==> src/rtl/ttt_board_ctrl_pkg.sv <==
// rtl/ttt_board_ctrl_pkg.sv - shared types, win-line masks and move legality for the tic-tac-toe controller
package ttt_pkg;

  // bit i = cell i, row-major, cell 4 is the centre
  typedef logic [8:0] board_t;

  typedef enum logic [2:0] {
    WAIT_X,
    EVAL_X,
    REQ_O,
    EVAL_O,
    DONE
  } state_t;

  // rows, columns, then the two diagonals
  localparam board_t WIN_LINES [8] = '{
    9'h007, 9'h038, 9'h1c0,
    9'h049, 9'h092, 9'h124,
    9'h111, 9'h054
  };

  // a move must name exactly one cell and that cell must be empty
  function automatic logic is_legal(board_t mv, board_t occ);
    logic one_hot;
    one_hot = (mv != '0) && ((mv & (mv - 9'd1)) == '0);
    return one_hot && ((mv & occ) == '0);
  endfunction

endpackage

==> src/rtl/ttt_board_ctrl_if.sv <==
// rtl/ttt_board_ctrl_if.sv - move handshake bundle between the move sources and the board controller
interface ttt_board_ctrl_if;
  import ttt_pkg::*;

  board_t xin;
  logic   xin_valid;
  logic   xin_ready;
  board_t occupied;
  logic   comp_req;
  board_t comp_move;
  logic   comp_ack;

  // master: human input plus computer-move chooser
  modport master (
    output xin, xin_valid, comp_move, comp_ack,
    input  xin_ready, occupied, comp_req
  );

  // slave: the board controller
  modport slave (
    input  xin, xin_valid, comp_move, comp_ack,
    output xin_ready, occupied, comp_req
  );

endinterface

==> src/rtl/ttt_board_ctrl_line_detect.sv <==
// rtl/ttt_board_ctrl_line_detect.sv - flags a board holding any complete row, column or diagonal
module ttt_line_detect
  import ttt_pkg::*;
(
  input  board_t board,
  output logic   win
);

  // OR of all eight line matches
  always_comb begin
    win = 1'b0;
    for (int i = 0; i < 8; i++) begin
      if ((board & WIN_LINES[i]) == WIN_LINES[i]) win = 1'b1;
    end
  end

endmodule

==> src/rtl/ttt_board_ctrl.sv <==
// rtl/ttt_board_ctrl.sv - tic-tac-toe board controller; TTT_COMP_FIRST_EN makes the computer open each game
module ttt_board_ctrl
  import ttt_pkg::*;
(
  input  logic              clk,
  input  logic              rst_n,
  input  logic              new_game,
  ttt_board_ctrl_if.slave   mv,
  output board_t            xboard,
  output board_t            oboard,
  output logic              illegal,
  output logic              win_x,
  output logic              win_o,
  output logic              draw,
  output logic [3:0]        move_count
);

`ifdef TTT_COMP_FIRST_EN
  localparam state_t START_STATE = REQ_O;
  localparam logic   START_XRDY  = 1'b0;
`else
  localparam state_t START_STATE = WAIT_X;
  localparam logic   START_XRDY  = 1'b1;
`endif

  state_t state;
  logic   x_line;
  logic   o_line;
  logic   x_ok;
  logic   o_ok;

  ttt_line_detect u_x_line (.board(xboard), .win(x_line));
  ttt_line_detect u_o_line (.board(oboard), .win(o_line));

  // legality is judged against the registered occupied vector
  assign x_ok = is_legal(mv.xin, mv.occupied);
  assign o_ok = is_legal(mv.comp_move, mv.occupied);

  // game FSM; xin_ready and comp_req are registered so each rises one cycle after entering its wait state
  always_ff @(posedge clk or negedge rst_n) begin
    if (!rst_n) begin
      state        <= START_STATE;
      xboard       <= '0;
      oboard       <= '0;
      mv.occupied  <= '0;
      move_count   <= '0;
      mv.xin_ready <= START_XRDY;
      mv.comp_req  <= 1'b0;
      illegal      <= 1'b0;
      win_x        <= 1'b0;
      win_o        <= 1'b0;
      draw         <= 1'b0;
    end else if (new_game) begin
      state        <= START_STATE;
      xboard       <= '0;
      oboard       <= '0;
      mv.occupied  <= '0;
      move_count   <= '0;
      mv.xin_ready <= START_XRDY;
      mv.comp_req  <= 1'b0;
      illegal      <= 1'b0;
      win_x        <= 1'b0;
      win_o        <= 1'b0;
      draw         <= 1'b0;
    end else begin
      illegal <= 1'b0;
      case (state)
        WAIT_X: begin
          if (mv.xin_ready && mv.xin_valid) begin
            if (x_ok) begin
              xboard       <= xboard | mv.xin;
              mv.occupied  <= mv.occupied | mv.xin;
              move_count   <= move_count + 4'd1;
              mv.xin_ready <= 1'b0;
              state        <= EVAL_X;
            end else begin
              illegal <= 1'b1;
            end
          end else begin
            mv.xin_ready <= 1'b1;
          end
        end
        EVAL_X: begin
          if (x_line) begin
            win_x <= 1'b1;
            state <= DONE;
          end else if (move_count == 4'd9) begin
            draw  <= 1'b1;
            state <= DONE;
          end else begin
            state <= REQ_O;
          end
        end
        REQ_O: begin
          if (mv.comp_req && mv.comp_ack) begin
            if (o_ok) begin
              oboard      <= oboard | mv.comp_move;
              mv.occupied <= mv.occupied | mv.comp_move;
              move_count  <= move_count + 4'd1;
              mv.comp_req <= 1'b0;
              state       <= EVAL_O;
            end else begin
              illegal <= 1'b1;
            end
          end else begin
            mv.comp_req <= 1'b1;
          end
        end
        EVAL_O: begin
          if (o_line) begin
            win_o <= 1'b1;
            state <= DONE;
          end else if (move_count == 4'd9) begin
            draw  <= 1'b1;
            state <= DONE;
          end else begin
            state <= WAIT_X;
          end
        end
        DONE: begin
          mv.xin_ready <= 1'b0;
          mv.comp_req  <= 1'b0;
        end
        default: state <= START_STATE;
      endcase
    end
  end

endmodule

==> src/flat_wrapper.sv <==
// flat-port wrapper written by rule: the top's interface ports become plain ports
module ttt_board_ctrl_flat import ttt_pkg::*;
  (clk, rst_n, new_game, xboard, oboard, illegal, win_x, win_o, draw, move_count, mv_xin, mv_xin_valid, mv_comp_move, mv_comp_ack, mv_xin_ready, mv_occupied, mv_comp_req);
  ttt_board_ctrl_if mv_i ();
  input  logic clk;
  input  logic rst_n;
  input  logic new_game;
  output board_t xboard;
  output board_t oboard;
  output logic illegal;
  output logic win_x;
  output logic win_o;
  output logic draw;
  output logic [3:0] move_count;
  input wire logic [$bits(mv_i.xin)-1:0] mv_xin;
  input wire logic [$bits(mv_i.xin_valid)-1:0] mv_xin_valid;
  input wire logic [$bits(mv_i.comp_move)-1:0] mv_comp_move;
  input wire logic [$bits(mv_i.comp_ack)-1:0] mv_comp_ack;
  output wire logic [$bits(mv_i.xin_ready)-1:0] mv_xin_ready;
  output wire logic [$bits(mv_i.occupied)-1:0] mv_occupied;
  output wire logic [$bits(mv_i.comp_req)-1:0] mv_comp_req;
  assign mv_i.xin = mv_xin;
  assign mv_i.xin_valid = mv_xin_valid;
  assign mv_i.comp_move = mv_comp_move;
  assign mv_i.comp_ack = mv_comp_ack;
  assign mv_xin_ready = mv_i.xin_ready;
  assign mv_occupied = mv_i.occupied;
  assign mv_comp_req = mv_i.comp_req;
  ttt_board_ctrl u_core (.clk(clk), .rst_n(rst_n), .new_game(new_game), .mv(mv_i), .xboard(xboard), .oboard(oboard), .illegal(illegal), .win_x(win_x), .win_o(win_o), .draw(draw), .move_count(move_count));
endmodule
==> config.mk <==
export PLATFORM = sky130hd
export DESIGN_NAME = ttt_board_ctrl_flat
export DESIGN_NICKNAME = d
export VERILOG_FILES = /design/src/rtl/ttt_board_ctrl_pkg.sv /design/src/rtl/ttt_board_ctrl_if.sv /design/src/rtl/ttt_board_ctrl_line_detect.sv /design/src/rtl/ttt_board_ctrl.sv /design/src/flat_wrapper.sv
export SDC_FILE = /design/constraint.sdc
export NUM_CORES = 1
export LEC_CHECK = 0
export ABC_CLOCK_PERIOD_IN_PS = 5900
export CAP_MARGIN = 5
export CORE_MARGIN = 2
export CORE_UTILIZATION = 52
export CTS_CLUSTER_SIZE = 25
export DETAILED_ROUTE_END_ITERATION = 12
export PLACE_DENSITY = 0.85
export RECOVER_POWER = 50
export SYNTH_ARGS = -nofsm -noshare
export SYNTH_HDL_FRONTEND = slang
export SYNTH_SLANG_ARGS = --single-unit
==> constraint.sdc <==
create_clock -name clk -period 5.9 [get_ports clk]
set_input_delay 1.18 -clock clk [delete_from_list [all_inputs] [get_ports clk]]
set_output_delay 1.18 -clock clk [all_outputs]
set_load 0.05 [all_outputs]
==> results.md, run 1 <==
Run status:
- The run finished, with violations left.
- The final reports fail on capacitance limit, slew limit.

Clocking:
- The maximum root-to-sink buffer count is 2.
- CTS built an H-tree with a depth of 2.
- The tree is rooted in a sky130_fd_sc_hd__clkbuf_8.
- The clock insertion delay at the later pin of the skew report is 0.30 ns.
- TritonCTS built the clock tree.
- The clock transition at the registers of the reported paths is 0.07 ns.
- The number of hold buffers added after CTS was 0.
- TritonCTS created 5 clock buffers.
- In this run, post-CTS repair resized a total of 0 instances.
- The clock sink total is 40.
- The buffer count from post-CTS setup fixing is 0.

Pwr:
- The total power consumption of the routed design is 522 uW.
- In this run the static leakage power is 1.19 nW.
- The cell area power density is 175 nW/um2.
- The highest ir drop seen on vdd is 0.139 mV.

Timing:
- The total negative setup slack is 0 ns.
- After layout, the minimum clock period comes to 3.64 ns.
- Setup repair after global routing left no endpoint under its margin.
- The final max-slew violation count came to 93.
- Setup violations remaining at the end of the flow were counted as 0.
- Dividing the final minimum period by the clock period gives 0.617.
- The number of hold-slack violations in the final timing report is 0.
- For the pin with the worst max-slew slack, the measured transition is 2.20 ns.
- Based on the critical path, the design can be clocked at up to 275 MHz.
- Between clock sinks in the finished design, the worst skew comes to 0.00420 ns.
- The tightest slew margin relative to the limit is -0.468.

Die:
- In this run the vertical extent of the chip is 70.5 um.
- For this configuration, the core starts out at a cell density of 0.535.
- In this run the standard cell core region covers 4290 um2.
- The floorplan step defined a die boundary enclosing 4970 um2.
- The die width is 70.5 um.
- In this run the count of I/O pins placed on the die edge is 60.
- The standard-cell row count is 24.

Drt:
- The detailed-route wire length per cell is 17.0 um.
- The routed wire length is 5990 um.
- The detailed-route DRC error count is 0.
- The number of nets with antenna violations after routing is 0.
- The final route contains 2,144 vias.
- Using the TritonRoute via totals, the vias-per-cell ratio works out to 6.07.
- The total iterations of the first detailed-routing run is 4.
- The number of DRC markers in iteration 0 is 182.

Global routing:
- For this run, global-route usage on met1 was measured as 0.360.
- In the global route stage, overall resource usage came out at 0.256.
- The number of antenna violations at the first check in global routing came to 0.
- The first global-routing pass estimated 9930 um of wire.
- In the global route stage, met2 resource usage came out at 0.397.
- For met3 alone, demand over resource in global routing was 0.0505.
- The number of global-route vias before repair is 2,012.
- Entering global routing, the biggest net connects 52 pins.
- Global routing finished with a remaining overflow of 0.
- met2 is the most crowded layer.

Setup path:
- The worst flop-to-flop path endpoint is u_core.move_count[1].
- The maximum fanout count along the critical path is 13.
- The type of the worst setup path is input port to register.
- For flop-to-flop paths, the worst setup slack is 2.96 ns.
- For the worst flop-to-flop path, the logic depth is 6.
- The most critical setup path has its startpoint at mv_comp_move[3].
- The worst setup path is launched from an input port.
- The data arrival time of the critical path is 3.81 ns.
- Data on the critical path is required at its endpoint by 6.07 ns.
- In this run the worst setup path terminates at u_core.move_count[1].
- The worst setup path is captured at a register.
- The worst flop-to-flop path startpoint is u_core.state[1].

Yosys:
- The synthesized netlist occupies a cell area of 2300 um2.
- The mean instance size in the synthesized netlist is 9.34 um2.
- The flip-flop cell with the highest count after synthesis is sky130_fd_sc_hd__dfrtp_1.
- Yosys mapped a number of flops with a built-in enable equal to 0.
- The number of cells produced by synthesis is 246.
- The synthesized netlist net count is 271.
- The distinct cell type count of the synthesized netlist is 51.
- The sequential-to-total area share from yosys stat is 0.436.
- The share of flip-flops with an asynchronous set or reset is 1.00.
- The count of synthesis-stage warnings from yosys is 0.
- The flop and latch count out of synthesis is 40.

Cells and area:
- The diode insertion count for antenna repair is 0.
- At the end of the flow, the number of nets in the layout was 325.
- Leaving out fill and tap cells, the most frequent cell in the layout is sky130_fd_sc_hd__clkdlybuf4s50_1.
- The fraction of final layout cells with drive strength greater than 1 is 0.0930.
- In the layout the commonest cells are 44 x sky130_fd_sc_hd__clkdlybuf4s50_1, 39 x sky130_fd_sc_hd__dfrtp_1, 31 x sky130_fd_sc_hd__nor2_1.
- Compared with the post-synthesis result, the final layout area differs by 29.5%.
- Measured on the finished design, the core utilization comes to 0.693.

Hold path:
- The critical hold path startpoint is u_core.win_o.
- The type of the worst min-delay path is register to register.

Job:
- Max-cap violations in this run came to 2.

Place:
- The global placer's final weighted congestion is 0.829.
- During placement, the flow inserted port buffers numbering 59.
- After legalization and detailed placement, the total HPWL measured 4380 um.
how the worst min path moves through the flow:
stage                       to  slack [ns]  cells past startpoint
6_report          u_core.win_o        0.49                      2
5_1_grt           u_core.win_x        0.53                      2
4_1_cts           u_core.win_o        0.51                      2
3_5_place_dp      u_core.win_o        0.49                      2
3_3_place_gp      u_core.win_o        0.48                      2
2_1_floorplan  u_core.state[1]        0.63                      2
state kept, by name, indices dropped and copies added, names as in the netlist:
name / count
u_core.illegal: 1
u_core.move_count: 4
u_core.win_x: 1
u_core.draw: 1
u_core.oboard: 9
u_core.state: 3
u_core.mv.occupied: 9
u_core.mv.comp_req: 1
u_core.mv.xin_ready: 1
u_core.win_o: 1
u_core.xboard: 9
per-layer routing:
metal	vias up	wire [um]
li1	1016	-
met1	1026	2630
met2	94	2840
met3	8	434
met4	0	89
met5	-	0
cell usage after synthesis, types with 3 or more instances:
| master | count | share of area |
|---|---|---|
| sky130_fd_sc_hd__mux2_2 | 3 | 0.015 |
| sky130_fd_sc_hd__a21oi_1 | 19 | 0.041 |
| sky130_fd_sc_hd__clkbuf_1 | 8 | 0.013 |
| sky130_fd_sc_hd__or2_2 | 3 | 0.0082 |
| sky130_fd_sc_hd__nor4_1 | 3 | 0.0082 |
| sky130_fd_sc_hd__o31ai_2 | 9 | 0.049 |
| sky130_fd_sc_hd__nor2_1 | 31 | 0.051 |
| sky130_fd_sc_hd__dfrtp_1 | 39 | 0.42 |
| sky130_fd_sc_hd__nand2_1 | 17 | 0.028 |
| sky130_fd_sc_hd__nand4_1 | 3 | 0.0082 |
| sky130_fd_sc_hd__inv_1 | 11 | 0.018 |
| sky130_fd_sc_hd__a22oi_1 | 7 | 0.023 |
| sky130_fd_sc_hd__a211oi_1 | 6 | 0.020 |
| sky130_fd_sc_hd__mux2i_1 | 9 | 0.039 |
| sky130_fd_sc_hd__nand2b_1 | 13 | 0.035 |
| sky130_fd_sc_hd__o22ai_1 | 3 | 0.0082 |
| sky130_fd_sc_hd__nor3_1 | 13 | 0.028 |
| sky130_fd_sc_hd__a22o_1 | 5 | 0.019 |
| sky130_fd_sc_hd__o21ai_0 | 6 | 0.013 |
cell type report:
cell class	count	area, um2
Clock buffer	8	90.1
Fill cell	358	1320
Inverter	11	41.3
Multi-Input combinational cell	183	1200
Sequential cell	40	1000
Tap cell	52	65.1
Timing Repair Buffer	59	578
stage by stage:
step / setup WS (ns) / area [um2] / instances / hold slack (ns)
floorplan: 2.94 / 2300 / 246 / 0.634
global placement: 2.06 / 2890 / 345 / 0.484
detailed placement: 1.95 / 2890 / 345 / 0.490
CTS: 2.29 / 2980 / 353 / 0.507
global route: 2.03 / 2980 / 353 / 0.528
finish: 2.26 / 2980 / 353 / 0.493
cells by family (layout without fill, tap and decap cells):
logic type / after synthesis / in the layout / synth area share
DFF: 40 / 40 / 0.436
AOI/OAI and AO/OA: 71 / 71 / 0.240
and+or+nand+nor: 98 / 98 / 0.217
muxes: 12 / 12 / 0.0539
adders and majority gates: 2 / 2 / 0.0109
buffers and inverters: 23 / 78 / 0.0419
power breakdown:
part / switching (mW) / internal [mW]
clock network: 0.0926 / 0.0954
logic: 0.0344 / 0.0231
registers: 0.000974 / 0.275
total: 0.128 / 0.394
critical path, stage by stage:
cell and delay (ns):
sky130_fd_sc_hd__clkdlybuf4s50_1 0.50, sky130_fd_sc_hd__or4_4 0.62, sky130_fd_sc_hd__o41ai_2 0.22, sky130_fd_sc_hd__nand4_1 0.19, sky130_fd_sc_hd__nor3_2 0.69, sky130_fd_sc_hd__nor2_1 0.13, sky130_fd_sc_hd__a211oi_1 0.27
Power figures use the tool's default switching activity.
==> run 2: changes to the inputs <==
Settings changed: ABC_CLOCK_PERIOD_IN_PS 5900 to 3050, CORE_UTILIZATION 52 to 44, PLACE_DENSITY 0.85 to 0.76.
Clock period 5.9 ns to 3.05 ns, I/O delays scaled along.
==> run 2 against run 1 <==
Against the previous run: the flow still finishes with violations (capacitance limit, slew limit); via count increased by 2.4%; critical endpoint is now u_core.mv.occupied[7]; largest cell class unchanged; clock skew grew 0.0011 ns; sequential share of layout area shrank 1.8 points; critical path type unchanged; clock-buffer cell count unchanged; sequential cell count did not move; cell area rose by 5.7%; core utilization down 7.3 points.
==> results.md, run 2 (synthesis results as in run 1) <==
Place:
- The HPWL after detailed placement is 4570 um (+4.4%).
- The number of placed cells counting well taps was 383 (+11%).
- The number of buffer cells added on primary ports is 59 (unchanged).
- The pre-CTS setup slack was -0.0426 ns (-1.99 ns).
- The global placer's final weighted congestion is 0.859 (+3.6%).

Global routing:
- The maximum number of pins on one net before global-route repair is 52 (unchanged).
- The global-route usage over all layers is 0.216 (-0.0401).
- The number of antenna violations at the first check in global routing was 0 (unchanged).
- The number of global-route vias before repair is 2,055 (+2.1%).
- The first-pass GRT wire length is 10,300 um (+3.5%).
- The residual overflow from global routing is 0 (unchanged).

Timing:
- The worst setup slack after layout is 0.279 ns (-1.98 ns).
- Setup repair after global routing left no endpoint under its margin.
- The fraction of the cycle the final worst path needs is 0.908.
- The setup skew after layout was 0.00531 ns (+0.00111 ns).
- The count of final setup violators was 0 (unchanged).
- The slew of the pin with the lowest slew margin came to 2.10 ns (-0.100 ns).
- The number of hold-slack violations in the final timing report is 0 (unchanged).
- The tightest slew margin relative to the limit is -0.401 (+0.0668).
- The final max-slew violation count is 41 (-56%).
- The total negative setup slack is 0 ns (unchanged).
- The smallest clock period supported by the final layout is computed as 2.77 ns.
- Based on the critical path, the design can be clocked at up to 361 MHz.

Setup path:
- The maximum fanout count along the critical path was 9 (-4).
- The cell type of the slowest stage on the worst timing path is sky130_fd_sc_hd__or4_4.
- The endpoint identified for the worst register-to-register timing path is u_core.mv.occupied[7].
- The data arrival time of the critical path was 2.92 ns (-0.89 ns).
- The worst setup path is captured at a register.
- The largest stage delay on the critical path came to 0.59 ns (-0.10 ns).
- The worst flop-to-flop path startpoint is u_core.mv.occupied[8].
- The critical path goes through clkdlybuf4s50_1 -> or4_4 -> o31a_1 -> nor3_1 -> or2_4 -> o32a_1 -> o31ai_2.
- The required time at the endpoint of the critical path was 3.20 ns (-2.87 ns).
- The worst-case register-to-register setup slack is 0.67 ns (-2.29 ns).
- The depth of the worst register-to-register path is 6 (unchanged).
- STA classifies the critical path startpoint as an input port.
- The type of the worst setup path is input port to register.

Cells and area:
- The final standard cell utilization of the core is 0.620 (-0.0731).
- The fraction of final layout cells with drive strength greater than 1 was 0.150 (+0.0565).
- The top cell types in the final layout, fill and taps aside, are 44 x sky130_fd_sc_hd__clkdlybuf4s50_1, 39 x sky130_fd_sc_hd__dfrtp_1, 31 x sky130_fd_sc_hd__nor2_1.
- The number of standard cells in the final layout excluding fillers is 391 (+11%).
- The most common cell after layout, fill and taps aside is sky130_fd_sc_hd__clkdlybuf4s50_1.
- The total of fill cells in the finished design was 459 (+28%).
- The largest registers in the layout are u_core.mv.occupied x9, u_core.oboard x9, u_core.xboard x9.
- Relative to the synthesized area, the layout overhead comes to 36.9%.
- The count of nets after finishing is 345 (+6.2%).
- The diode insertion count for antenna repair is 0 (unchanged).

Clocking:
- The total number of H-tree levels is 2 (unchanged).
- The maximum root-to-sink buffer count is 2 (unchanged).
- The clock insertion delay at the later pin of the skew report came to 0.29 ns (about the same).
- The clock transition at the registers of the reported paths is 0.07 ns (about the same).
- The TritonCTS buffer count is 5 (unchanged).
- The root buffer cell chosen for the clock tree is sky130_fd_sc_hd__clkbuf_8.
- The total of hold buffers inserted after clock tree synthesis is 0 (unchanged).
- The buffer count from post-CTS setup fixing is 0 (unchanged).
- The clock sink total is 40 (unchanged).
- The number of resized instances in the post-cts repair step came to 0 (unchanged).
- TritonCTS built the clock tree.

Pwr:
- The highest ir drop seen on vdd is 0.198 mV (+43%).
- The cell area power density is 325 nW/um2 (+85%).
- The total power consumption of the routed design is 1.02 mW (+96%).
- The static leakage is 1.28 nW (+8.2%).

Die:
- The number of top-level pins was 60 (unchanged).
- The height of the chip was 76.3 um (+8.2%).
- The standard-cell row count is 26 (+8.3%).
- The die width is 76.3 um (+8.2%).
- The area of the die is 5810 um2 (+17%).
- The core area came to 5070 um2 (+18%).
- The effective utilization at floorplan came to 0.453 (-0.0823).

Drt:
- The routed wire length is 6100 um (+1.9%).
- The detailed-route wire length per cell was 15.6 um (-8.0%).
- The number of DRC markers in iteration 0 is 184 (+1.1%).
- The detailed-route DRC error count is 0 (unchanged).
- The total via count in the routed design is 2,196 (+2.4%).
- The total iterations of the first detailed-routing run is 4 (unchanged).
- The number of nets with antenna violations after routing is 0 (unchanged).
- The via-per-instance ratio is 5.62 (-7.5%).

Hold path:
- The count of cells along the worst hold path is 2 (unchanged).
- The worst hold path begins at u_core.win_o.
- The type of the worst min-delay path is register to register.
- The path with the worst hold slack has its endpoint at u_core.win_o.

Job:
- The number of max-cap violations is 1 (-1).

Run status:
- The checks that failed: capacitance limit, slew limit.
- The flow ran to the end, but the final reports show violations.
-- run 2: final cells by class --
type,count,area (um2),area share
clock buffer,8,90.1,0.0286
inverter,11,41.3,0.0131
multi-input combinational,183,1200,0.381
sequential,40,1000,0.319
tap,70,87.6,0.0278
timing repair buffer,79,726,0.231
-- run 2: worst max-delay path by stage --
stage	cells after the start	slack [ns]	start	to
after floorplan	7	0.66	mv_comp_move[7]	u_core.mv.occupied[0]
after global placement	7	-0.02	mv_comp_move[3]	u_core.mv.occupied[2]
after detailed placement	7	-0.04	mv_comp_move[3]	u_core.mv.occupied[7]
after CTS	7	0.27	mv_comp_move[3]	u_core.mv.occupied[7]
after global routing	7	0.17	mv_comp_move[3]	u_core.mv.occupied[3]
final	7	0.28	mv_comp_move[3]	u_core.mv.occupied[7]
-- run 2: where the power goes --
part	switching, mW	internal [mW]	total, mW	leakage (nW)
Sequential	0.00179	0.532	0.534	0.554
Clock	0.179	0.185	0.364	0.0455
Combinational	0.0696	0.0549	0.125	0.685
-- run 2: per-stage QoR --
stage / cell area [um2] / hold WS, ns
detailed placement: 3060 / 0.493
finish: 3150 / 0.498
global placement: 3060 / 0.479
CTS: 3150 / 0.463
floorplan: 2300 / 0.314
global route: 3150 / 0.528
-- run 2: metal layers --
| layer | GRT usage | vias to the layer above | part of all wire |
|---|---|---|---|
| li1 | - | 1051 | - |
| met1 | 0.300 | 1057 | 0.46 |
| met2 | 0.349 | 78 | 0.48 |
| met3 | 0.0438 | 10 | 0.046 |
| met4 | 0.0509 | 0 | 0.014 |
| met5 | 0 | - | 0 |
-- run 2: worst max-delay path: cells and delay by family --
family | cells | cell delay, ns
buffers and inverters | 1 | 0.42
AND/OR/NAND/NOR | 3 | 1.03
AO/OA/AOI/OAI | 3 | 0.85
